--- config.mk ---
export PLATFORM = sky130hd
export DESIGN_NAME = stack_controller
export DESIGN_NICKNAME = d
export VERILOG_FILES = /design/src/rtl/stack_controller.sv
export SDC_FILE = /design/constraint.sdc
export NUM_CORES = 1
export LEC_CHECK = 0
export BUFFER_PORTS_ARGS = -buffer_cell sky130_fd_sc_hd__buf_2
export CAP_MARGIN = 30
export CORE_AREA = 4 4 41 43
export CTS_BUF_LIST = sky130_fd_sc_hd__clkbuf_4
export DETAILED_ROUTE_END_ITERATION = 8
export DIE_AREA = 0 0 45 47
export HOLD_SLACK_MARGIN = 0.12
export PLACE_DENSITY = 0.71
export REMOVE_ABC_BUFFERS = 1
export SETUP_SLACK_MARGIN = 0.02
export SLEW_MARGIN = 5
export SYNTH_ARGS = -nofsm -noshare
export SYNTH_HDL_FRONTEND = slang
export SYNTH_SLANG_ARGS = --single-unit
--- constraint.sdc ---
create_clock -name clk -period 2.25 [get_ports clk]
set_input_delay 0.225 -clock clk [delete_from_list [all_inputs] [get_ports clk]]
set_output_delay 0.225 -clock clk [all_outputs]
set_load 0.05 [all_outputs]
--- src/rtl/stack_controller.sv ---
// Multicycle control FSM for the 8-bit stack CPU: sequences memory, IR/MDR/PC, operand stack and ALU.
// Define STACK_GUARD_EN to enable stack under/overflow checking with a sticky error state.
module stack_controller #(
    parameter int unsigned MEM_LAT = 0
) (
    input  logic       clk,
    input  logic       rst,
    input  logic [2:0] opcode,
    input  logic       zero,
    input  logic       stackEmpty,
    input  logic       stackFull,
    output logic       memRead,
    output logic       memWrite,
    output logic       IorD,
    output logic       irWrite,
    output logic       mdrWrite,
    output logic       pcWrite,
    output logic       pcSrc,
    output logic       push,
    output logic       pop,
    output logic       stackSrc,
    output logic       aLoad,
    output logic       bLoad,
    output logic [1:0] aluOp,
    output logic       error,
    output logic [3:0] state
);

    typedef enum logic [3:0] {
        S_IDLE    = 4'd0,
        S_FETCH   = 4'd1,
        S_DECODE  = 4'd2,
        S_POPB    = 4'd3,
        S_POPA    = 4'd4,
        S_EXEC    = 4'd5,
        S_PUSH_RD = 4'd6,
        S_PUSH_WR = 4'd7,
        S_POP_RD  = 4'd8,
        S_POP_WR  = 4'd9,
        S_JMP     = 4'd10,
        S_JZ      = 4'd11,
        S_ERR     = 4'd12
    } state_t;

    localparam logic [2:0] LAST_WAIT = 3'(MEM_LAT);

    state_t     state_q, state_d;
    logic [2:0] wait_cnt_q, wait_cnt_d;
    logic       last_wait;
    logic       empty_fault;
    logic       full_fault;

`ifdef STACK_GUARD_EN
    assign empty_fault = stackEmpty;
    assign full_fault  = stackFull;
`else
    logic unused_guard;
    assign empty_fault  = 1'b0;
    assign full_fault   = 1'b0;
    assign unused_guard = stackEmpty ^ stackFull;
`endif

    assign last_wait = (wait_cnt_q == LAST_WAIT);
    assign state     = state_q;

    always_comb begin
        state_d    = state_q;
        wait_cnt_d = 3'd0;
        memRead    = 1'b0;
        memWrite   = 1'b0;
        IorD       = 1'b0;
        irWrite    = 1'b0;
        mdrWrite   = 1'b0;
        pcWrite    = 1'b0;
        pcSrc      = 1'b0;
        push       = 1'b0;
        pop        = 1'b0;
        stackSrc   = 1'b0;
        aLoad      = 1'b0;
        bLoad      = 1'b0;
        aluOp      = 2'b00;
        error      = 1'b0;
        case (state_q)
            S_IDLE: state_d = S_FETCH;
            S_FETCH: begin
                memRead = 1'b1;
                if (last_wait) begin
                    irWrite = 1'b1;
                    pcWrite = 1'b1;
                    state_d = S_DECODE;
                end else begin
                    wait_cnt_d = wait_cnt_q + 3'd1;
                end
            end
            S_DECODE: begin
                case (opcode)
                    3'b000, 3'b001, 3'b010: state_d = S_POPB;
                    3'b011:                 state_d = S_POPA;
                    3'b100:                 state_d = S_PUSH_RD;
                    3'b101:                 state_d = S_POP_RD;
                    3'b110:                 state_d = S_JMP;
                    default:                state_d = S_JZ;
                endcase
                // Stack is still untouched here, so an empty stack can be caught before any strobe.
                if (empty_fault && opcode != 3'b100 && opcode != 3'b110) state_d = S_ERR;
            end
            S_POPB: begin
                if (empty_fault) begin
                    state_d = S_ERR;
                end else begin
                    pop     = 1'b1;
                    bLoad   = 1'b1;
                    state_d = S_POPA;
                end
            end
            S_POPA: begin
                if (empty_fault) begin
                    state_d = S_ERR;
                end else begin
                    pop     = 1'b1;
                    aLoad   = 1'b1;
                    state_d = S_EXEC;
                end
            end
            S_EXEC: begin
                // Always preceded by at least one pop, so room for the result is guaranteed.
                aluOp    = opcode[1:0];
                push     = 1'b1;
                stackSrc = 1'b1;
                state_d  = S_FETCH;
            end
            S_PUSH_RD: begin
                memRead = 1'b1;
                IorD    = 1'b1;
                if (last_wait) begin
                    mdrWrite = 1'b1;
                    state_d  = S_PUSH_WR;
                end else begin
                    wait_cnt_d = wait_cnt_q + 3'd1;
                end
            end
            S_PUSH_WR: begin
                if (full_fault) begin
                    state_d = S_ERR;
                end else begin
                    push    = 1'b1;
                    state_d = S_FETCH;
                end
            end
            S_POP_RD: begin
                if (empty_fault) begin
                    state_d = S_ERR;
                end else begin
                    pop     = 1'b1;
                    aLoad   = 1'b1;
                    state_d = S_POP_WR;
                end
            end
            S_POP_WR: begin
                memWrite = 1'b1;
                IorD     = 1'b1;
                state_d  = S_FETCH;
            end
            S_JMP: begin
                pcWrite = 1'b1;
                pcSrc   = 1'b1;
                state_d = S_FETCH;
            end
            S_JZ: begin
                if (empty_fault) begin
                    state_d = S_ERR;
                end else begin
                    pcWrite = zero;
                    pcSrc   = 1'b1;
                    state_d = S_FETCH;
                end
            end
`ifdef STACK_GUARD_EN
            S_ERR: error = 1'b1;
`endif
            default: state_d = S_IDLE;
        endcase
    end

    always_ff @(posedge clk) begin
        if (rst) begin
            state_q    <= S_IDLE;
            wait_cnt_q <= 3'd0;
        end else begin
            state_q    <= state_d;
            wait_cnt_q <= wait_cnt_d;
        end
    end

endmodule

==> run_results.csv, run 1 <==
group,metric,value,unit
die,core-area,1301,um^2
finish,num-nets-final,106,
pwr,comb_power_share,42.0,%
synth,synth_area_per_cell,7.456,um^2
cts,cts_tree,"yes",
die,chipHeight,47,um
status,status,"finished clean",
placed_design,dpl_worst_slack,0.5851,ns
setup_path,cp_max_fo,13,
cts,htree_num_levels,1,
die,die-area,2115,um^2
synth,synth_edf_count,0,
die,rows,13,
finish,fillerInstances,132,
pwr,swShare,44.69,%
synth,synth_top_area_share,25.75,%
synth,synth_cell_type_count,34,
placed_design,placed_cell_area,649.4,um^2
setup_path,cp-end-kind,"output pin",
cts,clk_path_buf_depth,2,
routing,num_vias,582,
synth,synth_top_area_cell,"dfxtp_1",
cts,hold_buffers,0,
sta,finalSetupViolCount,0,
grt,grt_pass1_wl,2104,um
cts,path_clk_slew,0.05,ns
setup_path,cp_num_buf_inv,2,
pwr,peakVddDrop,0.3731,mV
cts,clk_latency,0.24,ns
cts,cts_buffers,3,
setup_path,start_kind,"flip-flop",
setup_path,critPathRequiredTime,2.03,ns
synth,synthesis.area,544.3,um^2
routing,drt_iter0_markers,6,
cts,clockRootBuffer,"clkbuf_4",
synth,synth.most_common_cell,"nor2_1",
synth,ys_seq_area_share,25.75,%
sta,grt_setup_unrepaired,"no",
synth,synth_ff_type,"dfxtp_1",
placed_design,portBuffers,23,
routing,drtPass1Iterations,4,
sta,finalCriticalPeriod,1.940,ns
routing,wl_per_cell,11.71,um
cts,postCtsSetupBuffers,0,
synth,async_flop_share,0,%
routing,viasPerCell,5.291,
finish,final_cell_area,679.4,um^2
routing,drc,0,
grt,grt_usage,13.37,%
pwr,p_leak,0.3179,nW
cts,cts_resized,0,
synth,netlist_instances,73,
synth,ys_top_cells_by_count,"9 x nor2_1, 7 x dfxtp_1, 5 x nand2b_1",
synth,synthTopCellsByArea,"dfxtp_1 26%, nor2_1 6.2%, nand2b_1 5.7%",
sta,hold_violations,0,
finish,multi_input_area,356.6,um^2
pwr,p_clk_share,25.2,%
sta,clock_skew,0.0008734,ns
placed_design,place_hpwl,993.1,um
pwr,powerDensity,704.0,nW/um^2
pwr,p_int,0.0002645,W
sta,setup_slack,0.3097,ns
placed_design,gp_congestion,0.7848,
setup_path,critPathTopFamily,"flip-flops",
grt,grt_overflow,0,
grt,grt_max_degree,16,
synth,ys_warn_count,0,
die,die_w,45,um
pwr,p_sw,0.0002138,W
die,start_util,41.83,%
grt,grt_pass1_vias,503,
finish,drive_gt1_share,32.63,%
finish,area_growth,24.83,%
setup_path,cp_slowest_cell,"dfxtp_1",
sta,post-route-period-util,86.23,%
grt,grt_antenna_before_repair,0,
routing,antenna_left,0,
worst_hold_path,min_path_type,"input pin to flip-flop",
finish,seq_area,140.1,um^2
job,cap_violations,0,
finish,num_antenna_cells,0,
sta,finalSetupTns,0,ns
synth,synth-seq-cells,7,
sta,fmax,515.4,MHz
die,ioPinCount,27,
routing,wl,1288,um
setup_path,crit_chain,"inv_1 > nand2_1 > a211oi_2 > or2_1 > buf_2",
pwr,power_frac_seq,32.8,%
sta,report.final.slew_viol_count,0,
setup_path,cp.arrival,1.72,ns
setup_path,crit_type,"flip-flop to output pin",
cts,clock_sinks,7,
setup_path,critPathMaxStageDelay,0.61,ns
[path summary, 6_finish.rpt]
path	startpoint	end	slack (ns)	cells after the start
hold / removal	rst	state[3]	0.26	2
setup reg to reg	state[2]	state[1]	0.66	4
setup / recovery	state[2]	pop	0.31	5
hold reg to reg	wait_cnt_q[0]	wait_cnt_q[0]	0.46	1
[stage by stage]
step                      hold slack, ns  power (W)  cells  utilization [%]
after detailed placement          0.4585  0.0003608    106            49.90
after global routing              0.2821  0.0005043    110            52.21
after global placement            0.4523  0.0003583    106            49.90
after CTS                         0.2529  0.0004859    110            52.21
final                             0.2628  0.0004783    110            52.21
after floorplan                   0.2939  0.0003120     68                -
[cell usage in the layout (no fill, tap or decap), drive strengths merged, types with 2 or more instances in the layout]
cell type | synthesis | final
a2111oi | 2 | 2
a21oi | 3 | 3
and2 | 2 | 2
and3 | 2 | 2
buf | 5 | 23
clkbuf | 0 | 4
dfxtp | 7 | 7
ha | 2 | 2
inv | 5 | 5
nand2 | 4 | 4
nand2b | 5 | 5
nand3 | 2 | 2
nor2 | 9 | 9
nor3 | 4 | 4
o21ai | 4 | 4
or2 | 2 | 2
or3 | 2 | 2
[layer usage]
metal  track usage (%)  vias up  wire length, um
met5                 0        -                0
met4             7.018        0                0
met3             1.533        0              126
met2             22.60       22              566
met1             16.67      259              594
li1                  -      301                -
[flip-flops by register name, summed over array words and instances (netlist names)]
name / flops
wait_cnt_q: 3
state: 4
[layout make-up]
type	count	area share, %
Timing Repair Buffer	23	16.94
Clock buffer	4	4.420
Multi-Input combinational cell	56	52.49
Sequential cell	7	20.63
Inverter	5	2.762
Tap cell	15	2.762
[logic make-up (layout without fill, tap and decap cells)]
kind of cell             Yosys count  count (layout)  share of synthesized area, %
AO/OA/AOI/OAI                     15              15                         20.46
XOR/XNOR                           2               2                         3.219
adder cells (fa/ha/maj)            2               2                         4.597
buffers and inverters             10              32                         8.733
flip-flops                         7               7                         25.75
other                              1               1                        0.6890
AND/OR/NAND/NOR                   36              36                         36.55
[power groups by stage]
| stage | Combinational, W | Clock [W] | Sequential (W) |
|---|---|---|---|
| floorplan | 0.000133 | 0 | 0.000179 |
| global placement | 0.000199 | 0 | 0.000159 |
| detailed placement | 0.000201 | 0 | 0.000159 |
| CTS | 0.000202 | 0.000127 | 0.000157 |
| global route | 0.000215 | 0.000130 | 0.000160 |
| finish | 0.000201 | 0.000120 | 0.000157 |
Note: power is estimated with default switching activity, not from simulation.
==> run 2, diff against run 1 <==
--- a/config.mk
+++ b/config.mk
@@ -8,7 +8,6 @@
 export BUFFER_PORTS_ARGS = -buffer_cell sky130_fd_sc_hd__buf_2
 export CAP_MARGIN = 30
 export CORE_AREA = 4 4 41 43
-export CTS_BUF_LIST = sky130_fd_sc_hd__clkbuf_4
 export DETAILED_ROUTE_END_ITERATION = 8
 export DIE_AREA = 0 0 45 47
 export HOLD_SLACK_MARGIN = 0.12
==> run_results.csv, run 2 (synthesis gave the netlist of run 1 again) <==
group,metric,value,unit
status,status,"finished clean",
finish,final_common_cell,"buf_2",
finish,num_antenna_cells,0,
routing,drt_iter0_markers,6,
cts,clock_sinks,7,
sta,finalSetupTns,0,ns
setup_path,cp_max_fo,13,
setup_path,cp_num_buf_inv,2,
finish,fillerInstances,134,
finish,layoutNonFillerInstCount,110,
die,rows,13,
routing,wl,1289,um
routing,antenna_left,0,
cts,htree_num_levels,1,
placed_design,gp_congestion,0.7848,
routing,num_vias,581,
die,chipHeight,47,um
finish,num-nets-final,106,
routing,drtPass1Iterations,4,
cts,path_clk_slew,0.05,ns
setup_path,critPathTopFamily,"flip-flops",
setup_path,start_kind,"flip-flop",
finish,final_cell_mix,"23 x buf_2, 9 x nor2_1, 7 x dfxtp_1",
setup_path,cp_slowest_cell,"dfxtp_1",
sta,clock_skew,0.0009912,ns
setup_path,cp-end-kind,"output pin",
finish,seq_area,140.1,um^2
placed_design,placed_cell_area,649.4,um^2
placed_design,place_hpwl,993.1,um
cts,cts_resized,0,
finish,largest_register_ffs,4,
routing,viasPerCell,5.282,
grt,grt_max_degree,16,
worst_hold_path,min_path_type,"input pin to flip-flop",
sta,report.final.slew_viol_count,0,
pwr,comb_power_share,43.0,%
setup_path,crit_chain,"inv_1 > nand2_1 > a211oi_2 > or2_1 > buf_2",
pwr,p_leak,0.3144,nW
die,die-area,2115,um^2
sta,fmax,515.4,MHz
pwr,p_clk_share,23.4,%
grt,grt_overflow,0,
sta,post-route-period-util,86.24,%
placed_design,portBuffers,23,
die,core-area,1301,um^2
routing,wl_per_cell,11.72,um
grt,grt_pass1_vias,503,
grt,grt_pass1_wl,2104,um
placed_design,dpl_worst_slack,0.5851,ns
finish,drive_gt1_share,31.58,%
grt,grt_usage,13.37,%
sta,grt_setup_unrepaired,"no",
cts,cts_tree,"yes",
finish,final_cell_area,675.6,um^2
pwr,p_sw,0.0002147,W
cts,clockRootBuffer,"clkbuf_4",
cts,postCtsSetupBuffers,0,
cts,clk_latency,0.24,ns
finish,area_growth,24.14,%
placed_design,dp.cells,106,
setup_path,crit_type,"flip-flop to output pin",
grt,grt_antenna_before_repair,0,
sta,finalCriticalPeriod,1.940,ns
cts,clk_path_buf_depth,2,
pwr,p_int,0.0002525,W
cts,hold_buffers,0,
pwr,powerDensity,691.6,nW/um^2
cts,cts_buffers,3,
die,die_w,45,um
sta,hold_violations,0,
setup_path,critPathMaxStageDelay,0.61,ns
pwr,power_frac_seq,33.6,%
job,cap_violations,0,
sta,setup_slack,0.3096,ns
setup_path,cp.arrival,1.72,ns
die,start_util,41.83,%
sta,finalSetupViolCount,0,
routing,drc,0,
die,ioPinCount,27,
setup_path,critPathRequiredTime,2.03,ns
pwr,swShare,45.96,%
finish,multi_input_area,356.6,um^2
pwr,peakVddDrop,0.3731,mV
## run 2: final timing paths
check | from | endpoint | slack [ns] | cells past startpoint
max | state[2] | pop | 0.31 | 5
max reg2reg | state[2] | state[1] | 0.66 | 4
min reg2reg | wait_cnt_q[0] | wait_cnt_q[0] | 0.46 | 1
min | rst | state[3] | 0.26 | 2
## run 2: per-stage QoR
stage	hold slack [ns]	total power [W]	util, %
2_1_floorplan	0.2939	0.0003120	-
3_3_place_gp	0.4523	0.0003583	49.90
3_5_place_dp	0.4585	0.0003608	49.90
4_1_cts	0.2529	0.0004734	51.92
5_1_grt	0.2821	0.0004918	51.92
6_report	0.2627	0.0004673	51.92
## run 2: per-layer routing
| layer | vias up | share of wire, % | GRT usage, % |
|---|---|---|---|
| li1 | 302 | - | - |
| met5 | - | 0 | 0 |
| met2 | 22 | 44 | 22.60 |
| met4 | 0 | 0 | 7.018 |
| met1 | 257 | 46 | 16.67 |
| met3 | 0 | 9.8 | 1.533 |
## run 2: final cells by class
cell class | count | area share, %
multi-input combinational | 56 | 52.78
timing repair buffer | 23 | 17.04
clock buffer | 4 | 3.889
tap | 15 | 2.778
inverter | 5 | 2.778
sequential | 7 | 20.74
## run 2: power groups by stage
stage | Sequential (W) | Clock, W | Combinational, W
floorplan | 0.000179 | 0 | 0.000133
global placement | 0.000159 | 0 | 0.000199
detailed placement | 0.000159 | 0 | 0.000201
CTS | 0.000157 | 0.000115 | 0.000202
global route | 0.000160 | 0.000118 | 0.000215
finish | 0.000157 | 0.000109 | 0.000201
==> run 3, diff against run 2 <==
--- a/config.mk
+++ b/config.mk
@@ -11,7 +11,7 @@
 export DETAILED_ROUTE_END_ITERATION = 8
 export DIE_AREA = 0 0 45 47
 export HOLD_SLACK_MARGIN = 0.12
-export PLACE_DENSITY = 0.71
+export PLACE_DENSITY = 0.84
 export REMOVE_ABC_BUFFERS = 1
 export SETUP_SLACK_MARGIN = 0.02
 export SLEW_MARGIN = 5
==> run_results.csv, run 3 (synthesis gave the netlist of run 1 again) <==
group,metric,value,unit
die,start_util,41.83,%
cts,cts_tree,"yes",
grt,grt_pass1_vias,524,
placed_design,gp_congestion,0.8069,
grt,grt_max_degree,16,
sta,report.final.slew_viol_count,0,
routing,drtPass1Iterations,4,
pwr,p_leak,0.3144,nW
setup_path,setup.worst_path.end,"pop",
routing,drc,0,
finish,fin_util,51.92,%
finish,final_common_cell,"buf_2",
die,chipHeight,47,um
routing,wl_per_cell,12.13,um
setup_path,crit_chain,"inv_1 > nand2_1 > a211oi_2 > or2_1 > buf_2",
finish,largest_register_ffs,4,
pwr,p_int,0.0002526,W
setup_path,crit_type,"flip-flop to output pin",
pwr,p_clk_share,23.5,%
finish,final_cell_area,675.6,um^2
job,cap_violations,0,
setup_path,crit_start,"state[2]",
setup_path,reg2reg_depth,3,
cts,clock_sinks,7,
die,die-area,2115,um^2
setup_path,critPathMaxStageDelay,0.60,ns
cts,clk_latency,0.25,ns
die,die_w,45,um
cts,cts_buffers,3,
die,ioPinCount,27,
setup_path,r2r-end,"state[1]",
sta,clock_skew,0.004203,ns
sta,grt_setup_unrepaired,"no",
grt,grt_usage,14.10,%
setup_path,critPathRequiredTime,2.03,ns
cts,postCtsSetupBuffers,0,
finish,fillerInstances,148,
finish,final_cell_mix,"23 x buf_2, 9 x nor2_1, 7 x dfxtp_1",
cts,hold_buffers,0,
finish,num_antenna_cells,0,
routing,num_vias,577,
cts,cts_resized,0,
routing,drt_iter0_markers,7,
pwr,p_sw,0.0002150,W
sta,finalCriticalPeriod,1.986,ns
grt,grt_pass1_wl,2263,um
pwr,peakVddDrop,0.4023,mV
sta,hold_violations,0,
sta,post-route-period-util,88.26,%
finish,drive_gt1_share,31.58,%
pwr,power_frac_seq,33.5,%
setup_path,cp-end-kind,"output pin",
pwr,comb_power_share,43.1,%
cts,path_clk_slew,0.05,ns
worst_hold_path,min_path_type,"input pin to flip-flop",
die,core-area,1301,um^2
grt,grt_antenna_before_repair,0,
placed_design,dp.cells,106,
placed_design,placed_cell_area,649.4,um^2
pwr,swShare,45.99,%
placed_design,place_hpwl,1046,um
setup_path,cp.arrival,1.76,ns
routing,wl,1334,um
sta,finalSetupViolCount,0,
cts,htree_num_levels,1,
cts,clockRootBuffer,"clkbuf_4",
pwr,powerDensity,692.1,nW/um^2
finish,area_growth,24.14,%
die,rows,13,
finish,layoutNonFillerInstCount,110,
grt,grt_overflow,0,
sta,fmax,503.5,MHz
setup_path,cp_slowest_cell,"dfxtp_1",
finish,num-nets-final,106,
placed_design,portBuffers,23,
routing,viasPerCell,5.245,
cts,clk_path_buf_depth,2,
setup_path,cp_max_fo,13,
setup_path,r2r-start,"state[2]",
setup_path,rrSetupSlack,0.61,ns
status,status,"finished clean",
setup_path,start_kind,"flip-flop",
sta,whs,0.2610,ns
routing,antenna_left,0,
run 3: cell counts in the layout (fill, tap and decap cells not counted):
Identical to the previous run, type by type.
run 3: final cells by class:
type / count / area (um^2) / area share (%)
well taps: 15 / 18.77 / 2.778
multi-input cells: 56 / 356.6 / 52.78
repair buffers: 23 / 115.1 / 17.04
flip-flops and latches: 7 / 140.1 / 20.74
clock buffers: 4 / 26.28 / 3.889
inverters: 5 / 18.77 / 2.778
run 3: worst min-delay path by stage:
stage | startpoint | endpoint | depth (start not counted)
after floorplan | rst | state[3] | 1
after global placement | wait_cnt_q[0] | wait_cnt_q[0] | 1
after detailed placement | wait_cnt_q[0] | wait_cnt_q[0] | 1
after CTS | rst | state[3] | 2
after global routing | rst | state[3] | 2
final | rst | state[3] | 2
run 3: metal layers:
metal | part of all wire, % | vias up | wire (um) | track usage [%]
li1 | - | 300 | - | -
met1 | 42 | 256 | 557 | 17.66
met2 | 50 | 21 | 673 | 24.01
met3 | 7.7 | 0 | 103 | 1.533
met4 | 0 | 0 | 0 | 7.018
met5 | 0 | - | 0 | 0
run 3: stage by stage:
stage | power (W) | worst slack (ns) | TNS [ns]
after global routing | 0.0004990 | 0.05896 | 0
final | 0.0004676 | 0.2640 | 0
after floorplan | 0.0003120 | -0.5111 | -1.498
after global placement | 0.0003572 | 0.5970 | 0
after detailed placement | 0.0003615 | 0.5417 | 0
after CTS | 0.0004727 | 0.2698 | 0
run 3: critical path, delay by kind of cell (launching register included):
family	cells	cell delay, ns
flops	1	0.60
buf+inv	2	0.41
simple gates	2	0.40
compound gates	1	0.11
run 3: power by group through the flow:
stage | logic (W) | registers, W | clock network [W]
after global placement | 0.000199 | 0.000158 | 0
after floorplan | 0.000133 | 0.000179 | 0
after detailed placement | 0.000203 | 0.000159 | 0
after CTS | 0.000203 | 0.000156 | 0.000114
final | 0.000201 | 0.000156 | 0.000110
after global routing | 0.000217 | 0.000159 | 0.000123
